## src/rtl/tile_mort_buf.sv

```systemverilog
// tile_mort_buf: receive buffer for a tile's mesh-FIFO delivery port.
//
// Every cycle with outen high delivers a request that cannot be stalled, so
// the buffer captures it unconditionally (if space exists) and hands entries
// in order to the memory/L2 port over a valid/ready handshake. mort_hold warns
// the FIFO early enough to gate outen before the buffer runs out of room.
//
// Optional feature macro: MORTBUF_MERGE_EN -- a non-expunge push whose address
// matches the youngest pending non-expunge entry is merged into that entry
// instead of allocating a new one.
//
// Ports:
//   clk, rst        clock, asynchronous active-high reset
//   outen           request valid from tile FIFO (unconditional push)
//   reqmort_data    528-bit line data
//   reqmortaddr     47-bit address {tileY, tileX, addr[36:0]}
//   reqmort_size    12-bit {shared, exclusive, phymsk[9:0]}
//   reqmort_expun   expunge request
//   mort_hold       free entries <= HOLD_LVL
//   mem_valid/ready head-entry handshake
//   mem_data/addr/size/expun  head entry fields
//   ovf_err         sticky: a push was dropped because the buffer was full
module tile_mort_buf #(
    parameter int DEPTH    = 4,
    parameter int HOLD_LVL = 2
) (
    input  logic         clk,
    input  logic         rst,
    input  logic         outen,
    input  logic [527:0] reqmort_data,
    input  logic [46:0]  reqmortaddr,
    input  logic [11:0]  reqmort_size,
    input  logic         reqmort_expun,
    output logic         mort_hold,
    output logic         mem_valid,
    input  logic         mem_ready,
    output logic [527:0] mem_data,
    output logic [46:0]  mem_addr,
    output logic [11:0]  mem_size,
    output logic         mem_expun,
    output logic         ovf_err
);
    localparam int AW = $clog2(DEPTH);
    localparam logic [AW:0] FULL = (AW+1)'(DEPTH);

    logic [527:0] ent_data  [DEPTH];
    logic [46:0]  ent_addr  [DEPTH];
    logic [11:0]  ent_size  [DEPTH];
    logic         ent_expun [DEPTH];

    logic [AW-1:0] wp, rp;
    logic [AW:0]   cnt, free;
    logic          pop, full, merge, alloc, drop;

    assign pop  = mem_valid && mem_ready;
    assign full = (cnt == FULL);
    assign free = FULL - cnt;

`ifdef MORTBUF_MERGE_EN
    logic [AW-1:0] young;
    assign young = wp - 1'b1;
    // The youngest entry is the head only when cnt==1; it must not absorb a
    // merge in the same cycle it leaves. A merge into a non-popping head does
    // update the presented fields -- that is the point of merging.
    assign merge = outen && !reqmort_expun && (cnt != '0) && !ent_expun[young] &&
                   (ent_addr[young] == reqmortaddr) &&
                   !(pop && (cnt == (AW+1)'(1)));
`else
    assign merge = 1'b0;
`endif

    // A full buffer can still take a push if the head leaves in the same cycle.
    assign alloc = outen && !merge && (!full || pop);
    assign drop  = outen && !merge && full && !pop;

    always_ff @(posedge clk or posedge rst) begin
        if (rst) begin
            wp      <= '0;
            rp      <= '0;
            cnt     <= '0;
            ovf_err <= 1'b0;
        end else begin
            if (alloc) wp <= wp + 1'b1;
            if (pop)   rp <= rp + 1'b1;
            case ({alloc, pop})
                2'b10:   cnt <= cnt + 1'b1;
                2'b01:   cnt <= cnt - 1'b1;
                default: cnt <= cnt;
            endcase
            if (drop) ovf_err <= 1'b1;
        end
    end

    // Entry storage carries no reset; validity is tracked solely by cnt.
    always_ff @(posedge clk) begin
        if (alloc) begin
            ent_data[wp]  <= reqmort_data;
            ent_addr[wp]  <= reqmortaddr;
            ent_size[wp]  <= reqmort_size;
            ent_expun[wp] <= reqmort_expun;
        end
`ifdef MORTBUF_MERGE_EN
        else if (merge) begin
            ent_data[young] <= reqmort_data;
            ent_size[young] <= {reqmort_size[11:10],
                                ent_size[young][9:0] | reqmort_size[9:0]};
        end
`endif
    end

    assign mem_valid = (cnt != '0);
    assign mort_hold = (int'(free) <= HOLD_LVL);
    assign mem_data  = ent_data[rp];
    assign mem_addr  = ent_addr[rp];
    assign mem_size  = ent_size[rp];
    assign mem_expun = ent_expun[rp];
endmodule

```

## config.mk

```make
export PLATFORM = sky130hd
export DESIGN_NAME = tile_mort_buf
export DESIGN_NICKNAME = d
export VERILOG_FILES = /design/src/rtl/tile_mort_buf.sv
export SDC_FILE = /design/constraint.sdc
export NUM_CORES = 1
export LEC_CHECK = 0
export ABC_CLOCK_PERIOD_IN_PS = 19900
export BUFFER_PORTS_ARGS = -buffer_cell sky130_fd_sc_hd__buf_2
export CELL_PAD_IN_SITES_DETAIL_PLACEMENT = 1
export CELL_PAD_IN_SITES_GLOBAL_PLACEMENT = 1
export CORE_AREA = 4 4 465 467
export DETAILED_ROUTE_END_ITERATION = 8
export DIE_AREA = 0 0 469 471
export GPL_ROUTABILITY_DRIVEN = 1
export PLACE_DENSITY_LB_ADDON = 0.3
export SLEW_MARGIN = 40
export SYNTH_ARGS = -nofsm -noshare
export SYNTH_HDL_FRONTEND = slang
export SYNTH_SLANG_ARGS = --single-unit
export TNS_END_PERCENT = 30
```

## constraint.sdc

```tcl
create_clock -name clk -period 19.9 [get_ports clk]
set_clock_uncertainty 0.1 [all_clocks]
set_input_delay 3.98 -clock clk [delete_from_list [all_inputs] [get_ports clk]]
set_output_delay 3.98 -clock clk [all_outputs]
set_load 0.1 [all_outputs]
```

==> reports/results.tsv <==
stage	metric	value	unit
run_status	run_status	completed	
timing	worst-slew-pin-transition	0.910	ns
global_route	grt_pass1_wl	317000	µm
routing	met2WireLength	110000	µm
routing	via_per_inst	5.25	
timing	setup_violations	0	
clocking	worst_skew_pair.late_latency	0.87	ns
die	core	0.212	mm²
worst_hold_path	hold_class	flip-flop to flip-flop	
placed_design	placed_cell_area	0.0947	mm²
clocking	tritoncts	done	
timing	min_period	8.76	ns
layout	drive_gt1_share	46.6	%
routing	via_count	39697	
timing	final_hold_viol_count	0	
routing	detailroute.wirelength.met3	24900	µm
synthesis	synth_largest_area_cell	sky130_fd_sc_hd__edfxtp_1	
setup_path	crit_path_start_kind	flip-flop	
synthesis	synth.top_cells.by_area	sky130_fd_sc_hd__edfxtp_1 83%, sky130_fd_sc_hd__mux4_2 16%, sky130_fd_sc_hd__buf_2 0.51%, sky130_fd_sc_hd__dfrtp_1 0.24%, sky130_fd_sc_hd__buf_6 0.16%	
placed_design	dp_slack	11.38	ns
die	design.die.area	0.221	mm²
die	floorplan.initialDensity	40.2	%
timing	fin_setup_tns	0	ns
setup_path	cp_data_arrival_time	4.68	ns
setup_path	crit_path_kind	flip-flop to primary output	
synthesis	ys.warnings.count	0	
global_route	grt_usage	20.0	%
routing	drtAntennaViolNets	0	
synthesis	avgSynthCellArea	27.3	µm²
layout	layout_commonest_cell	sky130_fd_sc_hd__edfxtp_1	
job	drv_cap	0	
layout	fin_nets	5075	
timing	timing.final.max_slew_violations	0	
clocking	cts-resized-gates	0	
setup_path	reg2reg_depth	12	
synthesis	synth-seq-cells	2360	
routing	routedLengthMet1	81300	µm
layout	most-common-layout-cells	2352 x sky130_fd_sc_hd__edfxtp_1, 1182 x sky130_fd_sc_hd__buf_2, 588 x sky130_fd_sc_hd__mux4_2, 236 x sky130_fd_sc_hd__clkbuf_16, 52 x sky130_fd_sc_hd__clkinv_1	
timing	achievable-frequency	114	MHz
clocking	clkSlewWorstSetupHoldPaths	0.06	ns
routing	initialDrtViolationCount	3614	
timing	postLayoutSetupSlackWorst	11.14	ns
routing	post-route-drc-count	0	
clocking	clock_tree_sinks	2360	
synthesis	synthCells	3119	
global_route	grt_start_max_net_pins	136	
routing	avgRoutedWirePerCell	29.6	µm
timing	final_min_period_over_clock_period	44.0	%
clocking	post-cts-setup-buffers	0	
global_route	first_global_vias	42211	
worst_hold_path	min_path_cells	1	
layout	fillerInstances	19013	
timing	grt_setup_unrepaired	no	
routing	drt-total-wl	224000	µm
layout	finalNonFillerCells	7561	
synthesis	syn_nets	3721	
layout	design_area	0.103	mm²
clocking	cts.root.buffer_cell	sky130_fd_sc_hd__clkbuf_16	
setup_path	endpoint_kind_of_the_worst_setup_timing_path	primary output	
setup_path	path_max_fanout	38	
global_route	globalRouteOverflowTotal	0	
placed_design	port_buffers	1182	
synthesis	yosysUniqueCellTypes	22	
clocking	ctsHtreeMaxLevel	4	
die	pin_count	1183	
layout	area_growth_syn_to_layout	20.5	%
synthesis	synth_area	0.0851	mm²
clocking	cts_made_buffers	234	
placed_design	placed_cells	7055	
setup_path	worst_ep_required_time	15.82	ns
die	floorplan.rows	169	
placed_design	gpl.final_weighted_congestion	0.794	
die	die-height	471	µm
die	chipWidth	469	µm
synthesis	synth_sequential_area_ratio	83.2	%
clocking	cts_max_path_buffers	3	
synthesis	synth_top_area_share	83.0	%
placed_design	hpwlAfterDp	152000	µm
routing	topRoutingLayerUsed	met5	
timing	worst_slew_margin_relative_to_its_limit	39.4	%
clocking	ctsHoldBuffers	0	
global_route	antenna_found_initial	181	
routing	detailedRoute.firstPassIterationCount	7	
==> per-stage QoR <==
| step | utilization (%) | hold slack, ns |
|---|---|---|
| 2_1_floorplan | - | 0.346 |
| 3_3_place_gp | 44.6 | 0.361 |
| 3_5_place_dp | 44.7 | 0.365 |
| 4_1_cts | 48.3 | 0.381 |
| 5_1_grt | 48.4 | 0.394 |
| 6_report | 48.5 | 0.379 |
==> critical path, stage by stage, from the launching register on <==
cell and delay (ns):
sky130_fd_sc_hd__dfrtp_4 0.77, sky130_fd_sc_hd__buf_6 0.60, sky130_fd_sc_hd__buf_4 0.45, sky130_fd_sc_hd__buf_12 0.28, sky130_fd_sc_hd__buf_4 0.59, sky130_fd_sc_hd__mux4_2 0.66, sky130_fd_sc_hd__buf_2 0.33
==> final timing paths <==
path                       slack [ns]                         end               start
setup / recovery                11.14                mem_data[64]   rp[0]$_DFFE_PP0P_
hold / removal                   0.38          cnt[0]$_DFFE_PP0P_  cnt[0]$_DFFE_PP0P_
setup reg to reg                14.87  ent_data[3][369]$_DFFE_PP_  cnt[0]$_DFFE_PP0P_
hold reg to reg                  0.38          cnt[0]$_DFFE_PP0P_  cnt[0]$_DFFE_PP0P_
max in group asynchronous       16.36           rp[1]$_DFFE_PP0P_                 rst
min in group asynchronous        2.98         ovf_err$_DFFE_PP0P_                 rst
==> cell usage after synthesis, drive strengths merged <==
library cell / n
dfrtp: 8
mux4: 588
fa: 1
nand2: 1
nand2b: 1
inv: 11
edfxtp: 2352
buf: 122
a31o: 1
xnor2: 5
xor2: 1
a21boi: 2
nor2: 1
mux2: 1
mux2i: 1
clkbuf: 10
ha: 9
and2: 4
==> metal layers <==
metal,GRT usage (%),up-vias
met3,8.66,527
met5,0,-
met4,6.00,104
met2,32.8,1636
li1,-,16479
met1,24.0,20951
==> flip-flops by register name, summed over array words and instances (netlist names) <==
signal     flops
cnt            3
ent_addr     188
ent_data    2112
ent_expun      4
ent_size      48
ovf_err        1
rp             2
wp             2
==> logic make-up after synthesis <==
kind of cell | Yosys count | synth area share (%)
AO/OA/AOI/OAI | 3 | 0.0279
buffers and inverters | 143 | 0.911
flip-flops | 2360 | 83.2
adder cells (fa/ha/maj) | 10 | 0.156
AND/OR/NAND/NOR | 7 | 0.0456
multiplexers | 590 | 15.6
XOR/XNOR | 6 | 0.0617
==> area by class of cell <==
type                    count  area [µm²]  area share, %
diodes                     79         198          0.193
clock buffers             283        6090           5.94
clock inverters           141        1500           1.46
inverters                  11        41.3         0.0403
multi-input cells         616       13500           13.2
flip-flops and latches   2360       70800           69.1
well taps                2821        3530           3.44
repair buffers           1250        6840           6.67
Power is not shown: default switching activity piles up to over one toggle a cycle in this logic, so the estimate is an artifact.
